<file path="src/rtl/fd_pipe_skid_reg.sv">
// rtl/fd_pipe_skid_reg.sv - fetch/decode pipeline register with one-entry skid buffer
module fd_pipe_skid_reg #(
    parameter int              XLEN      = 32,
    parameter logic [XLEN-1:0] NOP_INSTR = 32'h0000_0013,
    parameter int              CNT_W     = 16
) (
    input  logic             clk,
    input  logic             reset,
    input  logic             in_valid,
    output logic             in_ready,
    input  logic [XLEN-1:0]  in_instr,
    input  logic [XLEN-1:0]  in_pc,
    input  logic [XLEN-1:0]  in_pcplus4,
    output logic             out_valid,
    input  logic             out_ready,
    output logic [XLEN-1:0]  out_instr,
    output logic [XLEN-1:0]  out_pc,
    output logic [XLEN-1:0]  out_pcplus4,
    input  logic             flush,
    input  logic             cnt_clr,
    output logic [CNT_W-1:0] stall_cnt,
    output logic [CNT_W-1:0] squash_cnt
);

    typedef enum logic [1:0] {
        S_EMPTY = 2'd0,
        S_ONE   = 2'd1,
        S_TWO   = 2'd2
    } state_t;

    localparam logic [CNT_W-1:0] CNT_MAX = '1;

    state_t          r_state;
    state_t          w_state_nxt;
    logic [XLEN-1:0] r_main_instr, r_main_pc, r_main_pcplus4;
    logic [XLEN-1:0] r_skid_instr, r_skid_pc, r_skid_pcplus4;
    logic [CNT_W-1:0] r_stall_cnt, r_squash_cnt;
    logic            w_main_ld_in, w_main_ld_skid, w_main_ld_nop;
    logic            w_skid_ld, w_skid_clr;
    logic            w_stall, w_squash;

    // Handshake outputs come straight from the state flops.
    assign out_valid   = (r_state != S_EMPTY);
    assign in_ready    = (r_state != S_TWO);
    assign out_instr   = r_main_instr;
    assign out_pc      = r_main_pc;
    assign out_pcplus4 = r_main_pcplus4;
    assign stall_cnt   = r_stall_cnt;
    assign squash_cnt  = r_squash_cnt;

    assign w_stall  = out_valid & ~out_ready & ~flush;
    assign w_squash = flush & out_valid;

    always_comb begin
        w_state_nxt    = r_state;
        w_main_ld_in   = 1'b0;
        w_main_ld_skid = 1'b0;
        w_main_ld_nop  = 1'b0;
        w_skid_ld      = 1'b0;
        w_skid_clr     = 1'b0;
        case (r_state)
            S_EMPTY: begin
                if (in_valid) begin
                    w_main_ld_in = 1'b1;
                    w_state_nxt  = S_ONE;
                end
            end
            S_ONE: begin
                if (in_valid && out_ready) begin
                    w_main_ld_in = 1'b1;
                end else if (in_valid) begin
                    w_skid_ld   = 1'b1;
                    w_state_nxt = S_TWO;
                end else if (out_ready) begin
                    w_main_ld_nop = 1'b1;
                    w_state_nxt   = S_EMPTY;
                end
            end
            S_TWO: begin
                if (out_ready) begin
                    w_main_ld_skid = 1'b1;
                    w_state_nxt    = S_ONE;
                end
            end
            default: begin
                w_main_ld_nop = 1'b1;
                w_state_nxt   = S_EMPTY;
            end
        endcase
        // Flush wins over every transfer, including an input the stage was ready for.
        if (flush) begin
            w_state_nxt    = S_EMPTY;
            w_main_ld_in   = 1'b0;
            w_main_ld_skid = 1'b0;
            w_main_ld_nop  = 1'b1;
            w_skid_ld      = 1'b0;
            w_skid_clr     = 1'b1;
        end
    end

    always_ff @(posedge clk) begin
        if (!reset) begin
            r_state        <= S_EMPTY;
            r_main_instr   <= NOP_INSTR;
            r_main_pc      <= '0;
            r_main_pcplus4 <= '0;
            r_skid_instr   <= '0;
            r_skid_pc      <= '0;
            r_skid_pcplus4 <= '0;
            r_stall_cnt    <= '0;
            r_squash_cnt   <= '0;
        end else begin
            r_state <= w_state_nxt;
            if (w_main_ld_nop) begin
                r_main_instr   <= NOP_INSTR;
                r_main_pc      <= '0;
                r_main_pcplus4 <= '0;
            end else if (w_main_ld_in) begin
                r_main_instr   <= in_instr;
                r_main_pc      <= in_pc;
                r_main_pcplus4 <= in_pcplus4;
            end else if (w_main_ld_skid) begin
                r_main_instr   <= r_skid_instr;
                r_main_pc      <= r_skid_pc;
                r_main_pcplus4 <= r_skid_pcplus4;
            end
            if (w_skid_clr) begin
                r_skid_instr   <= '0;
                r_skid_pc      <= '0;
                r_skid_pcplus4 <= '0;
            end else if (w_skid_ld) begin
                r_skid_instr   <= in_instr;
                r_skid_pc      <= in_pc;
                r_skid_pcplus4 <= in_pcplus4;
            end
            if (cnt_clr) begin
                r_stall_cnt  <= '0;
                r_squash_cnt <= '0;
            end else begin
                if (w_stall && (r_stall_cnt != CNT_MAX))
                    r_stall_cnt <= r_stall_cnt + 1'b1;
                if (w_squash && (r_squash_cnt != CNT_MAX))
                    r_squash_cnt <= r_squash_cnt + 1'b1;
            end
        end
    end

endmodule

</file>
<file path="config.mk">
export PLATFORM = sky130hd
export DESIGN_NAME = fd_pipe_skid_reg
export DESIGN_NICKNAME = d
export VERILOG_FILES = /design/src/rtl/fd_pipe_skid_reg.sv
export SDC_FILE = /design/constraint.sdc
export NUM_CORES = 1
export LEC_CHECK = 0
export ABC_AREA = 1
export CORE_AREA = 2 2 146 148
export CTS_BUF_LIST = sky130_fd_sc_hd__clkbuf_4
export DETAILED_ROUTE_END_ITERATION = 12
export DIE_AREA = 0 0 148 150
export HOLD_SLACK_MARGIN = 0.1
export PLACE_DENSITY = 0.82
export SYNTH_ARGS = -nofsm -noshare
export SYNTH_HDL_FRONTEND = slang
export SYNTH_SLANG_ARGS = --single-unit
export TNS_END_PERCENT = 1
</file>
<file path="constraint.sdc">
create_clock -name clk -period 1.45 [get_ports clk]
set_input_delay 0.29 -clock clk [delete_from_list [all_inputs] [get_ports clk]]
set_output_delay 0.29 -clock clk [all_outputs]
set_load 0.02 [all_outputs]
</file>
==> impl_metrics.env, run 1 <==
export IMPL_status="finished, violations left"
export IMPL_violations="setup timing"
export IMPL_synth_commonest_cells="226 x dfxtp_1, 214 x a21oi_1, 171 x inv_1, 152 x nor2_1, 147 x o21ai_0"
export IMPL_syn_nets=1367
export IMPL_wl_um=28000
export IMPL_htreeDepth=2
export IMPL_netlist_area_mm2=0.00929
export IMPL_power_density_mw_per_mm2=925
export IMPL_io_pins=232
export IMPL_postCtsHoldBufs=0
export IMPL_arrival_ns=1.31
export IMPL_tightestPinTransition_ns=0.345
export IMPL_crit_fanout=3
export IMPL_reg2reg_from="r_state[0]"
export IMPL_rows=53
export IMPL_wl_per_cell_um=14.7
export IMPL_die_w_um=148
export IMPL_max_vdd_ir_drop_v=0.000610
export IMPL_async_reset_ff_share_pct=0
export IMPL_place_ws_ns=-0.513
export IMPL_viasPerCell=5.12
export IMPL_cp_required_ns=1.16
export IMPL_start_kind="register"
export IMPL_grt_pass1_vias=9449
export IMPL_die_area_mm2=0.0222
export IMPL_slew_headroom_pct=77.0
export IMPL_regArea_mm2=0.00472
export IMPL_antenna_found_initial=2
export IMPL_critPathKind="register to primary output"
export IMPL_initial_core_util_pct=44.9
export IMPL_ys_flop_type="dfxtp_1"
export IMPL_worstSkewPairLatency_ns=0.67
export IMPL_gp_congestion=0.842
export IMPL_vias=9745
export IMPL_grt_max_degree=67
export IMPL_max_stage_delay_ns=0.37
export IMPL_place_inst=1784
export IMPL_place_hpwl_um=18400
export IMPL_synth_area_leader_cell="dfxtp_1"
export IMPL_critical_path_top_delay_family="flip-flops"
export IMPL_layout_setup_ws_ns=-0.153
export IMPL_synth_top_area_share_pct=48.7
export IMPL_cp_cell_sequence="nor2_4, inv_2, buf_6"
export IMPL_drcViolationCount=0
export IMPL_cp_end_kind="primary output"
export IMPL_cp_num_buf_inv=2
export IMPL_ys_seq_area_share_pct=48.7
export IMPL_core_mm2=0.0207
export IMPL_critPathLaunch="r_state[0]"
export IMPL_grt_usage_pct=24.0
export IMPL_p_leak_nw=5.67
export IMPL_synth_most_common_cell="dfxtp_1"
export IMPL_drt_iter0_drc=503
export IMPL_clkSlewWorstSetupHoldPaths_ns=0.07
export IMPL_synth_edf_count=0
export IMPL_cts_tree="yes"
export IMPL_clock_skew_ns=0.0199
export IMPL_hold_path_class="input pin to register"
export IMPL_rsz0062_at_grt="true"
export IMPL_clockRootBuffer="clkbuf_4"
export IMPL_grt_overflow=0
export IMPL_grt_pass1_wl_um=44400
export IMPL_synth_warnings=0
export IMPL_crit_path_top_delay_cell="dfxtp_4"
export IMPL_die_h_um=150
export IMPL_clockBufferDepth=3
export IMPL_nets=1682
export IMPL_syn_area_per_cell_um2=7.36
export IMPL_min_period_over_period_pct=111
export IMPL_timing_hold_ws_ns=0.174
export IMPL_numCtsBuffers=59
export IMPL_finalHoldViolations=0
export IMPL_fmax_mhz=624
export IMPL_syn2layout_area_growth_pct=50.1
export IMPL_synth_cell_type_count=26
export IMPL_synthCells=1263
export IMPL_first_pass_iters=5
export IMPL_min_from="in_pc[6]"
export IMPL_multi_input_area_mm2=0.00393
export IMPL_drive_gt1_share_pct=30.2
export IMPL_fin_cells=1903
export IMPL_slew_viol_final=0
export IMPL_fillers=1650
export IMPL_cap_violations=0
export IMPL_finalCriticalPeriod_ns=1.60
export IMPL_ant_nets=0
export IMPL_clock_sinks=226
export IMPL_setup_viol_count_final=84
export IMPL_synth_seq_cells=226
export IMPL_yosys_top_cells_area="dfxtp_1 49%, a21oi_1 12%, o21ai_0 7.9%, inv_1 6.9%, nor2_1 6.1%"
export IMPL_portBuffers=231
-- placed cells by master, fill, tap and decap left out, types with 12 or more instances in the layout --
master / instances
buf_4: 72
nand2_1: 105
o22ai_1: 52
buf_6: 141
clkbuf_4: 78
nor2_2: 12
clkinv_1: 26
inv_1: 170
nor2_1: 137
o21ai_0: 140
buf_12: 20
dfxtp_2: 112
nand3_1: 66
a21oi_1: 207
dfxtp_4: 16
clkdlybuf4s50_1: 101
dfxtp_1: 98
-- registers in the layout, indices dropped and copies added, names as in the netlist, 16 cells and up --
signal and flops:
out_instr 32, out_pc 32, out_pcplus4 32, r_skid_instr 32, r_skid_pc 32, r_skid_pcplus4 32
squash_cnt 16, stall_cnt 16
-- path summary, 6_finish.rpt --
| check | end | slack, ns | cells past startpoint |
|---|---|---|---|
| min reg2reg | r_skid_instr[0] | 0.44 | 2 |
| min | r_skid_pc[6] | 0.17 | 3 |
| max | out_valid | -0.15 | 3 |
| max reg2reg | out_instr[15] | -0.10 | 9 |
-- cells by family after synthesis --
logic type / Yosys count / synth area share [%]
adder cells (fa/ha/maj): 2 / 0.269
AND/OR/NAND/NOR: 350 / 15.8
flip-flops: 226 / 48.7
buffers and inverters: 258 / 11.0
AO/OA/AOI/OAI: 415 / 23.1
XOR/XNOR: 12 / 1.13
-- cell type report --
cell class | instances | share of cell area (%)
sequential | 226 | 33.9
multi-input combinational | 779 | 28.1
timing repair buffer | 334 | 25.4
inverter | 178 | 4.83
clock buffer | 78 | 4.20
tap | 275 | 2.47
clock inverter | 30 | 1.04
antenna | 3 | 0.0538
-- where the power goes --
part | switching, mW | internal [mW] | total, mW
clock | 2.57 | 2.70 | 5.27
sequential | 0.0573 | 6.26 | 6.32
combinational | 0.662 | 0.655 | 1.32
-- routing by layer --
metal | track usage (%) | vias to the layer above | part of all wire, %
li1 | - | 4831 | -
met1 | 29.1 | 4499 | 40
met2 | 41.9 | 360 | 51
met3 | 5.34 | 55 | 6.8
met4 | 8.86 | 0 | 2.3
met5 | 0 | - | 0
-- tightest hold or removal path: cells and delay by family --
| kind | cells | cell delay, ns |
|---|---|---|
| buffers and inverters | 2 | 0.46 |
| AOI/OAI and AO/OA | 1 | 0.05 |
-- timing repair --
item                                    CTS  global route
resized for setup                       936            42
endpoints found under the setup margin  173           342
hold endpoints to repair                  0             0
buffers inserted                          3             5
pin swaps                                26             9
-- metrics by stage --
step / TNS (ns) / power [mW] / util, % / cell area [um2]
6_report: -2.75 / 12.9 / 67.4 / 13900
3_5_place_dp: -97.39 / 7.73 / 60.9 / 12600
4_1_cts: -5.43 / 13.0 / 66.5 / 13800
5_1_grt: -22.27 / 13.5 / 67.4 / 13900
3_3_place_gp: -91.16 / 7.70 / 60.9 / 12600
2_1_floorplan: -1.19 / 7.02 / - / 9320
(Power assumes the default switching activity.)
==> run 2: changes to the inputs <==
- SLEW_MARGIN: default -> 40
==> results of run 2 <==
Final layout, timing and power as in run 1 (identical DEF).
==> run 3: changes to the inputs <==
- PLACE_DENSITY: 0.82 -> 0.88
==> impl_metrics.env, run 3 (synthesis gave the netlist of run 1 again) <==
export IMPL_syn2layout_area_growth_pct=47.9
export IMPL_power_density_mw_per_mm2=918
export IMPL_io_pins=232
export IMPL_clockRootBuffer="clkbuf_4"
export IMPL_reg2reg_from="r_state[1]"
export IMPL_tns_ns=-14.41
export IMPL_die_w_um=148
export IMPL_cpMostUsedCell="buf_6"
export IMPL_r2r_end="out_instr[16]"
export IMPL_core_mm2=0.0207
export IMPL_clock_skew_ns=0.0685
export IMPL_initial_core_util_pct=44.9
export IMPL_place_hpwl_um=19100
export IMPL_cap_violations=0
export IMPL_wl_per_cell_um=15.6
export IMPL_hold_path_class="input pin to register"
export IMPL_min_period_over_period_pct=114
export IMPL_portBuffers=231
export IMPL_first_pass_iters=5
export IMPL_grt_pass1_wl_um=45200
export IMPL_min_from="in_pc[3]"
export IMPL_violations="setup timing"
export IMPL_die_h_um=150
export IMPL_reg2reg_slack_ns=-0.19
export IMPL_max_vdd_ir_drop_v=0.000686
export IMPL_worstSkewPairLatency_ns=0.68
export IMPL_grt_overflow=0
export IMPL_max_stage_delay_ns=0.39
export IMPL_cp_required_ns=1.16
export IMPL_slew_viol_final=0
export IMPL_finalHoldViolations=0
export IMPL_grt_usage_pct=24.6
export IMPL_cp_end_kind="primary output"
export IMPL_postCtsHoldBufs=0
export IMPL_die_area_mm2=0.0222
export IMPL_vias=9939
export IMPL_arrival_ns=1.36
export IMPL_numCtsBuffers=55
export IMPL_timing_hold_ws_ns=0.170
export IMPL_rsz0062_at_grt="true"
export IMPL_hold_path_depth=3
export IMPL_critPathKind="register to primary output"
export IMPL_crit_path_top_delay_cell="dfxtp_4"
export IMPL_critical_path_top_delay_family="flip-flops"
export IMPL_tightestPinTransition_ns=0.316
export IMPL_hold_end="r_skid_pc[3]"
export IMPL_place_inst=1774
export IMPL_antenna_found_initial=2
export IMPL_final_cell_mix="198 x a21oi_1, 169 x inv_1, 142 x nor2_1"
export IMPL_clockBufferDepth=3
export IMPL_cp_cell_sequence="buf_6, nand2_4, buf_6"
export IMPL_finalCriticalPeriod_ns=1.65
export IMPL_slew_headroom_pct=78.9
export IMPL_critPathLaunch="r_state[1]"
export IMPL_layout_setup_ws_ns=-0.201
export IMPL_wl_um=29400
export IMPL_htreeDepth=2
export IMPL_drt_iter0_drc=637
export IMPL_grt_max_degree=80
export IMPL_setup_viol_count_final=168
export IMPL_crit_fanout=5
export IMPL_drive_gt1_share_pct=29.8
export IMPL_place_ws_ns=-0.540
export IMPL_fin_cells=1880
export IMPL_cp_num_buf_inv=2
export IMPL_clock_sinks=226
export IMPL_p_leak_nw=5.56
export IMPL_gp_congestion=0.861
export IMPL_drcViolationCount=0
export IMPL_grt_pass1_vias=9674
export IMPL_cts_tree="yes"
export IMPL_clkSlewWorstSetupHoldPaths_ns=0.07
export IMPL_start_kind="register"
export IMPL_ant_nets=0
export IMPL_final_common_cell="a21oi_1"
export IMPL_status="finished, violations left"
export IMPL_nets=1664
export IMPL_viasPerCell=5.29
export IMPL_fmax_mhz=606
export IMPL_r2r_cells=9
export IMPL_rows=53
run 3: cell count changes in the layout (fill, tap and decap cells not counted), moves of 6 or more:
cell      change
dfxtp_2      -13
buf_4         -6
clkinv_1      -6
dfxtp_4      +13
buf_6         -6
a21oi_1       -9
a21oi_2       +9
run 3: worst max path at each step:
stage               slack (ns)            end  cells after the start
floorplan                -0.02      out_pc[0]                     10
global placement         -0.49     out_pc[27]                      7
detailed placement       -0.54  out_instr[29]                      9
CTS                      -0.24       in_ready                      3
global route             -0.26       in_ready                      3
finish                   -0.20       in_ready                      3
run 3: area by class of cell:
| cell class | count | area, um2 |
|---|---|---|
| Antenna cell | 2 | 5.00 |
| Multi-Input combinational cell | 779 | 3910 |
| Fill cell | 1564 | 6950 |
| Sequential cell | 226 | 4760 |
| Timing Repair Buffer | 320 | 3380 |
| Tap cell | 275 | 344 |
| Inverter | 178 | 671 |
| Clock buffer | 75 | 563 |
| Clock inverter | 25 | 101 |
run 3: through the flow:
stage               total power, mW  cell area [um2]  util (%)
floorplan                      7.02             9320         -
global placement               7.70            12500      60.4
detailed placement             7.73            12500      60.4
CTS                            12.6            13500      65.2
global route                   13.1            13700      66.4
finish                         12.6            13700      66.4
run 3: worst register-to-register path: cells and delay by family, from the launching register on:
family | cells | cell delay (ns)
AOI/OAI and AO/OA | 1 | 0.20
buffers and inverters | 4 | 0.52
DFF | 1 | 0.39
and+or+nand+nor | 4 | 0.38
run 3: metal layers:
layer	global-route usage [%]	up-vias	part of all wire [%]
met5	0	-	0
met4	11.4	0	3.5
met3	4.79	87	7.1
met2	42.8	484	50
met1	29.4	4589	39
li1	-	4779	-
run 3: power by group:
| group | internal, mW | leakage (nW) | switching [mW] | total, mW |
|---|---|---|---|---|
| sequential | 6.24 | 1.89 | 0.0603 | 6.30 |
| clock | 2.42 | 0.397 | 2.55 | 4.97 |
| combinational | 0.654 | 3.27 | 0.683 | 1.34 |
| total | 9.31 | 5.56 | 3.30 | 12.6 |
run 3: timing repair:
item | in CTS | in global routing
setup endpoints to repair | 305 | 338
gates cloned | 0 | 0
resized for setup | 900 | 79
pin swaps | 5 | 9
buffers inserted | 4 | 0
